`src/rtl/ysyx_22040237_lsu_pkg.sv`:
```
// Shared definitions for the load/store unit: FSM states, funct3 codes and
// access-size constants.
package ysyx_22040237_lsu_pkg;

  typedef enum logic [1:0] {
    LSU_IDLE = 2'd0,
    LSU_REQ  = 2'd1,
    LSU_WAIT = 2'd2,
    LSU_DONE = 2'd3
  } lsu_state_e;

  // RISC-V load/store size and sign codes
  localparam logic [2:0] LB  = 3'b000;
  localparam logic [2:0] LH  = 3'b001;
  localparam logic [2:0] LW  = 3'b010;
  localparam logic [2:0] LD  = 3'b011;
  localparam logic [2:0] LBU = 3'b100;
  localparam logic [2:0] LHU = 3'b101;
  localparam logic [2:0] LWU = 3'b110;

  // log2 of the access size in bytes (funct3[1:0])
  localparam logic [1:0] SZ_B = 2'd0;
  localparam logic [1:0] SZ_H = 2'd1;
  localparam logic [1:0] SZ_W = 2'd2;
  localparam logic [1:0] SZ_D = 2'd3;

  localparam int unsigned LANES = 8;

  // Byte-enable pattern of an access starting at lane 0
  function automatic logic [LANES-1:0] size_mask(input logic [1:0] sz);
    case (sz)
      SZ_B:    size_mask = 8'h01;
      SZ_H:    size_mask = 8'h03;
      SZ_W:    size_mask = 8'h0F;
      default: size_mask = 8'hFF;
    endcase
  endfunction

endpackage

```
`src/rtl/ysyx_22040237_lsu_fmt.sv`:
```
// Combinational lane formatter for the LSU.
// Ports: off (byte offset in doubleword), funct3 (size/sign code),
//        store_data, rdata (inputs); wmask_c, wdata_c (store lanes),
//        load_data_c (aligned and extended load result), misaligned_c.
module ysyx_22040237_lsu_fmt
  import ysyx_22040237_lsu_pkg::*;
#(
  parameter int unsigned DATA_W = 64
) (
  input  logic [2:0]        off,
  input  logic [2:0]        funct3,
  input  logic [DATA_W-1:0] store_data,
  input  logic [DATA_W-1:0] rdata,
  output logic [LANES-1:0]  wmask_c,
  output logic [DATA_W-1:0] wdata_c,
  output logic [DATA_W-1:0] load_data_c,
  output logic              misaligned_c
);

  logic [5:0]        bit_off;
  logic [DATA_W-1:0] shifted;

  assign bit_off = {off, 3'b000};

  // Lane placement for stores, lane extraction and extension for loads
  always_comb begin
    wmask_c      = LANES'(size_mask(funct3[1:0]) << off);
    wdata_c      = store_data << bit_off;
    shifted      = rdata >> bit_off;
    load_data_c  = shifted;
    misaligned_c = 1'b0;
    case (funct3[1:0])
      SZ_B: begin
        load_data_c = {{(DATA_W-8){~funct3[2] & shifted[7]}}, shifted[7:0]};
      end
      SZ_H: begin
        load_data_c  = {{(DATA_W-16){~funct3[2] & shifted[15]}}, shifted[15:0]};
        misaligned_c = off[0];
      end
      SZ_W: begin
        load_data_c  = {{(DATA_W-32){~funct3[2] & shifted[31]}}, shifted[31:0]};
        misaligned_c = (off[1:0] != 2'b00);
      end
      default: begin
        load_data_c  = shifted;
        misaligned_c = (off != 3'b000);
      end
    endcase
  end

endmodule

```
`src/rtl/ysyx_22040237_lsu.sv`:
```
// Load/store unit between execute and writeback. Accepts one instruction at a
// time, runs a valid/ready request plus valid response data-memory transaction
// for loads and stores, and returns the formatted load result (0 for stores,
// exu_result for non-memory instructions).
// Ports: clk, rst (sync, active-high); in_valid/in_ready, mem_ren, mem_wen,
//        funct3, exu_result, store_data from execute; out_valid/out_ready,
//        out_rd_data, misaligned to writeback; dmem_req_* / dmem_rsp_* to
//        data memory.
module ysyx_22040237_lsu
  import ysyx_22040237_lsu_pkg::*;
#(
  parameter int unsigned ADDR_W = 64,
  parameter int unsigned DATA_W = 64
) (
  input  logic              clk,
  input  logic              rst,
  input  logic              in_valid,
  output logic              in_ready,
  input  logic              mem_ren,
  input  logic              mem_wen,
  input  logic [2:0]        funct3,
  input  logic [ADDR_W-1:0] exu_result,
  input  logic [DATA_W-1:0] store_data,
  output logic              out_valid,
  input  logic              out_ready,
  output logic [DATA_W-1:0] out_rd_data,
  output logic              misaligned,
  output logic              dmem_req_valid,
  input  logic              dmem_req_ready,
  output logic              dmem_req_we,
  output logic [ADDR_W-1:0] dmem_req_addr,
  output logic [DATA_W-1:0] dmem_req_wdata,
  output logic [LANES-1:0]  dmem_req_wmask,
  input  logic              dmem_rsp_valid,
  input  logic [DATA_W-1:0] dmem_rsp_rdata
);

  lsu_state_e state;
  logic [2:0] off_q;
  logic [2:0] funct3_q;
  logic       is_load_q;

  logic [2:0]        off_sel;
  logic [2:0]        funct3_sel;
  logic [LANES-1:0]  wmask_c;
  logic [DATA_W-1:0] wdata_c;
  logic [DATA_W-1:0] load_data_c;
  logic              misaligned_c;

  // Formatter sees the live instruction while idle and the latched one after
  assign off_sel    = (state == LSU_IDLE) ? exu_result[2:0] : off_q;
  assign funct3_sel = (state == LSU_IDLE) ? funct3 : funct3_q;

  ysyx_22040237_lsu_fmt #(
    .DATA_W(DATA_W)
  ) u_fmt (
    .off          (off_sel),
    .funct3       (funct3_sel),
    .store_data   (store_data),
    .rdata        (dmem_rsp_rdata),
    .wmask_c      (wmask_c),
    .wdata_c      (wdata_c),
    .load_data_c  (load_data_c),
    .misaligned_c (misaligned_c)
  );

  // Transaction FSM with registered outputs
  always_ff @(posedge clk) begin
    if (rst) begin
      state          <= LSU_IDLE;
      off_q          <= 3'b000;
      funct3_q       <= 3'b000;
      is_load_q      <= 1'b0;
      in_ready       <= 1'b1;
      out_valid      <= 1'b0;
      out_rd_data    <= '0;
      misaligned     <= 1'b0;
      dmem_req_valid <= 1'b0;
      dmem_req_we    <= 1'b0;
      dmem_req_addr  <= '0;
      dmem_req_wdata <= '0;
      dmem_req_wmask <= '0;
    end else begin
      case (state)
        LSU_IDLE: begin
          if (in_valid) begin
            in_ready  <= 1'b0;
            off_q     <= exu_result[2:0];
            funct3_q  <= funct3;
            is_load_q <= mem_ren;
            if ((mem_ren || mem_wen) && misaligned_c) begin
              // Faulting access never reaches memory
              misaligned  <= 1'b1;
              out_valid   <= 1'b1;
              out_rd_data <= '0;
              state       <= LSU_DONE;
            end else if (mem_ren || mem_wen) begin
              dmem_req_valid <= 1'b1;
              dmem_req_we    <= mem_wen;
              dmem_req_addr  <= {exu_result[ADDR_W-1:3], 3'b000};
              dmem_req_wdata <= wdata_c;
              dmem_req_wmask <= wmask_c;
              state          <= LSU_REQ;
            end else begin
              out_valid   <= 1'b1;
              out_rd_data <= DATA_W'(exu_result);
              state       <= LSU_DONE;
            end
          end
        end
        LSU_REQ: begin
          if (dmem_req_ready) begin
            dmem_req_valid <= 1'b0;
            state          <= LSU_WAIT;
          end
        end
        LSU_WAIT: begin
          if (dmem_rsp_valid) begin
            out_rd_data <= is_load_q ? load_data_c : '0;
            out_valid   <= 1'b1;
            state       <= LSU_DONE;
          end
        end
        default: begin
          if (out_ready) begin
            out_valid  <= 1'b0;
            misaligned <= 1'b0;
            in_ready   <= 1'b1;
            state      <= LSU_IDLE;
          end
        end
      endcase
    end
  end

endmodule

```
`config.mk`:
```
export PLATFORM = sky130hd
export DESIGN_NAME = ysyx_22040237_lsu
export DESIGN_NICKNAME = d
export VERILOG_FILES = /design/src/rtl/ysyx_22040237_lsu_pkg.sv /design/src/rtl/ysyx_22040237_lsu_fmt.sv /design/src/rtl/ysyx_22040237_lsu.sv
export SDC_FILE = /design/constraint.sdc
export NUM_CORES = 1
export LEC_CHECK = 0
export ABC_AREA = 1
export BUFFER_PORTS_ARGS = -buffer_cell sky130_fd_sc_hd__buf_2
export CAP_MARGIN = 5
export CORE_ASPECT_RATIO = 0.75
export CORE_MARGIN = 2
export CORE_UTILIZATION = 30
export CTS_BUF_LIST = sky130_fd_sc_hd__clkbuf_8
export DETAILED_ROUTE_END_ITERATION = 10
export SYNTH_ARGS = -nofsm -noshare
export SYNTH_HDL_FRONTEND = slang
export SYNTH_SLANG_ARGS = --single-unit
```
`constraint.sdc`:
```
create_clock -name clk -period 4.8 [get_ports clk]
set_input_delay 1.2 -clock clk [delete_from_list [all_inputs] [get_ports clk]]
set_output_delay 1.2 -clock clk [all_outputs]
set_load 0.02 [all_outputs]
```
==> qor.log <==
qor: clock_network.cts_max_path_buffers 3
qor: timing.setup_total_negative_slack 0 ns
qor: floorplanning.core 42210 um2
qor: layout.drive_above_1_share 20.55%
qor: synthesis.yosys_register_bits 211
qor: worst_setup_path.cp_data_arrival_time 4.49 ns
qor: clock_network.clock_sink_count 211
qor: synthesis.synth_enable_flop_cells 0
qor: clock_network.number_of_buffers_inserted_by_hold_repair_at_cts 0
qor: worst_hold_path.worstHoldPathType flip-flop to flip-flop
qor: routing.detailedRoute.firstIterationViolations 1604
qor: run_status.run_status complete, no violations
qor: flow_run.timing.max_cap.violations 0
qor: layout.postLayoutCellArea 15930 um2
qor: global_route.grtUsageTotal 25.98%
qor: layout.finalNetCount 2650
qor: global_route.antenna_found_initial 15
qor: global_route.via_count_of_the_first_global_routing_pass 14260
qor: clock_network.clk_pin_slew 0.06 ns
qor: clock_network.post_cts_resize_count 0
qor: routing.routed-via-count 15410
qor: global_route.grt_pass1_wl 89.33 mm
qor: timing.timing.fmax 250.2 MHz
qor: routing.drtPass1Iterations 5
qor: synthesis.synth.cells.most_frequent nand2_1 (655), o21ai_0 (224), a21oi_1 (212)
qor: layout.synth_to_final_area_change 23.60%
qor: synthesis.ys_dominant_reg_cell dfxtp_1
qor: worst_setup_path.path_cells inv_1 -> ha_1 -> buf_4 -> o21ai_4 -> buf_4 -> nand3_1 -> nand2_1 -> nand2_1 -> nand2_2 -> o21bai_1 -> a21oi_1
qor: timing.final-max-slew-violation-count 0
qor: worst_setup_path.timing.critical_path.from state[0]$_SDFFE_PP0P_
qor: worst_setup_path.crit_path_max_incr_delay 0.79 ns
qor: timing.setup_violations 0
qor: place.gp_routability_congestion 0.9692
qor: clock_network.ctsRootBufferMaster clkbuf_8
qor: synthesis.yosysWarnings 0
qor: worst_setup_path.worst-path-max-fanout 36
qor: clock_network.cts_tree done
qor: synthesis.synth.yosys.seq_area_share 32.77%
qor: timing.rsz0062_at_grt false
qor: timing.max_slew.worst_pin.slew 1.132 ns
qor: power_and_ir_drop.fin_total_pwr 12.10 mW
qor: floorplanning.fp.dieW 243.4 um
qor: floorplanning.design.portCount 408
qor: timing.period_minus_slack 3.996 ns
qor: clock_network.ctsHtreeMaxLevel 2
qor: synthesis.synthTopCellsByArea dfxtp_1 (33%), nand2_1 (19%), o21ai_0 (8.7%)
qor: global_route.grt.overflow.total 0
qor: synthesis.ys_async_sr_fraction 0%
qor: synthesis.synth.most_common_cell nand2_1
qor: timing.slew-limit-headroom 23.75%
qor: routing.post_drt_wl_per_cell 19.82 um
qor: worst_setup_path.sort_of_element_at_the_end_of_the_critical_path flip-flop
qor: timing.fin_crit_sh 83.26%
qor: power_and_ir_drop.power_density 759.4 nW/um2
qor: synthesis.average_cell_area_after_synthesis 6.020 um2
qor: synthesis.synth_top_area_cell dfxtp_1
qor: routing.detail-route-antenna-nets 0
qor: clock_network.buffers_inserted_by_post_cts_timing_repair 0
qor: worst_setup_path.slowest_stage_cell_cp o21ai_4
qor: synthesis.synth.top_cell.area_share 32.77%
qor: worst_setup_path.depth_of_the_most_critical_reg_to_reg_path 11
qor: worst_setup_path.data_required_critical_path 5.29 ns
qor: floorplanning.dieHeight 183.5 um
qor: timing.hold_viol 0
qor: routing.post_detailed_route_drc_marker_count 0
qor: place.placed_cell_area 15140 um2
qor: worst_setup_path.critical_path.endpoint out_rd_data[56]$_SDFFE_PP0P_
qor: routing.total_routed_wirelength 60.44 mm
qor: worst_setup_path.timing.critical_path.from_type flip-flop
qor: routing.vias_per_cell 5.055
qor: floorplanning.die-area 44660 um2
qor: place.count_of_port_buffers_added_during_placement 404
qor: synthesis.synth_area 12890 um2
qor: power_and_ir_drop.worst_supply_voltage_drop_on_vdd 0.0005459 V
qor: power_and_ir_drop.leakage 8.012 nW
qor: clock_network.cts_made_buffers 39
qor: worst_setup_path.worst-r2r-setup-slack 0.80 ns
qor: place.place_hpwl 44.64 mm
qor: timing.fin_worst_skew 0.02530 ns
qor: global_route.grt_max_degree 142
qor: floorplanning.floorplan.rows 65
qor: clock_network.clock_latency 0.58 ns
qor: synthesis.syn_inst 2141
qor: synthesis.synth_cell_type_count 36
qor: worst_setup_path.r2r-end out_rd_data[56]$_SDFFE_PP0P_
qor: worst_setup_path.worst_r2r_startpoint state[0]$_SDFFE_PP0P_
qor: floorplanning.initial_utilization 30.54%
qor: worst_setup_path.timing.setup.critical_path_class flip-flop to flip-flop
-- flip-flops by register name, summed over array words and instances (netlist names), 2 cells and up --
signal          flops
dmem_req_addr      61
dmem_req_wdata     64
dmem_req_wmask      8
funct3_q            3
off_q               3
out_rd_data        64
state               2
-- logic make-up after synthesis --
group | Yosys count | synth area share [%]
flops | 211 | 32.77
compound gates | 546 | 23.21
other cells | 1 | 0.02909
buf+inv | 366 | 11.78
fa+ha+maj | 4 | 0.3883
simple gates | 1013 | 31.82
-- per-stage QoR --
| step | std cells | worst slack, ns | utilization [%] | hold WS (ns) |
|---|---|---|---|---|
| 3_3_place_gp | 2971 | 0.6995 | 35.87 | 0.4411 |
| 2_1_floorplan | 2143 | 2.031 | - | 0.4245 |
| 6_report | 3049 | 0.8036 | 37.74 | 0.4534 |
| 3_5_place_dp | 2971 | 0.5778 | 35.87 | 0.4501 |
| 5_1_grt | 3045 | 0.4124 | 37.72 | 0.4739 |
| 4_1_cts | 3036 | 0.8645 | 37.67 | 0.4584 |
-- cell type report --
class	count	area (um2)
sequential	211	4224
fill	4772	26280
clock buffer	45	619.3
inverter	196	742.0
multi-input combinational	1566	7202
tap	569	711.9
clock inverter	20	137.6
antenna	13	32.53
timing repair buffer	429	2262
-- worst min path at each step --
stage | startpoint | to | slack (ns) | depth (start not counted)
after global placement | funct3_q[2]$_SDFFE_PP0P_ | funct3_q[2]$_SDFFE_PP0P_ | 0.44 | 2
final | funct3_q[2]$_SDFFE_PP0P_ | funct3_q[2]$_SDFFE_PP0P_ | 0.45 | 2
after detailed placement | funct3_q[1]$_SDFFE_PP0P_ | funct3_q[1]$_SDFFE_PP0P_ | 0.45 | 2
after floorplan | funct3_q[2]$_SDFFE_PP0P_ | funct3_q[2]$_SDFFE_PP0P_ | 0.42 | 2
after CTS | funct3_q[1]$_SDFFE_PP0P_ | funct3_q[1]$_SDFFE_PP0P_ | 0.46 | 2
after global routing | dmem_req_addr[39]$_SDFFE_PP0P_ | dmem_req_addr[39]$_SDFFE_PP0P_ | 0.47 | 2
-- worst max-delay path, delay by kind of cell (launching register included) --
kind / cells / cell delay, ns
AOI/OAI and AO/OA: 3 / 1.10
buffers and inverters: 3 / 0.83
DFF: 1 / 0.39
adders and majority gates: 1 / 0.36
and+or+nand+nor: 4 / 1.18
-- power by group --
part | total [mW] | switching, mW | internal, mW
clock network | 1.77 | 0.810 | 0.957
logic | 7.73 | 5.62 | 2.11
registers | 2.60 | 0.284 | 2.31
total | 12.1 | 6.72 | 5.38
-- routing by layer --
layer  vias to the layer above  wire [um]  global-route usage, %
met1                      7200      29070                  38.24
met2                       591      25550                  38.58
met3                        68       4855                  5.226
li1                       7551          -                      -
met4                         2        952                  6.012
met5                         -         13                      0
-- placed cells by master (no fill, tap or decap) --
cell	netlist	layout
diode_2	0	13
clkbuf_8	0	45
buf_4	9	22
o311ai_0	1	1
nand2_4	1	1
o21ai_0	224	223
clkinv_2	0	3
buf_12	0	4
or2_2	2	2
inv_1	187	201
nor2_4	1	2
o21ai_1	8	8
inv_2	7	7
nand3_1	162	162
o211ai_1	54	54
bufinv_16	0	2
nand2_8	0	1
nand2_2	4	3
nand2_1	655	655
inv_8	0	1
nor2_2	2	2
nand4_1	3	3
nor2_1	159	158
o21ai_4	1	3
and3_1	1	1
o31ai_1	1	1
nor3_1	20	20
o21bai_1	35	35
ha_1	4	4
a211oi_1	1	1
dfxtp_1	211	211
a21oi_1	212	212
conb_1	1	3
o21ai_2	2	1
o22ai_1	7	7
nand3_2	2	1
inv_4	1	2
nand3_4	1	2
buf_2	57	403
Power figures use the tool's default switching activity.
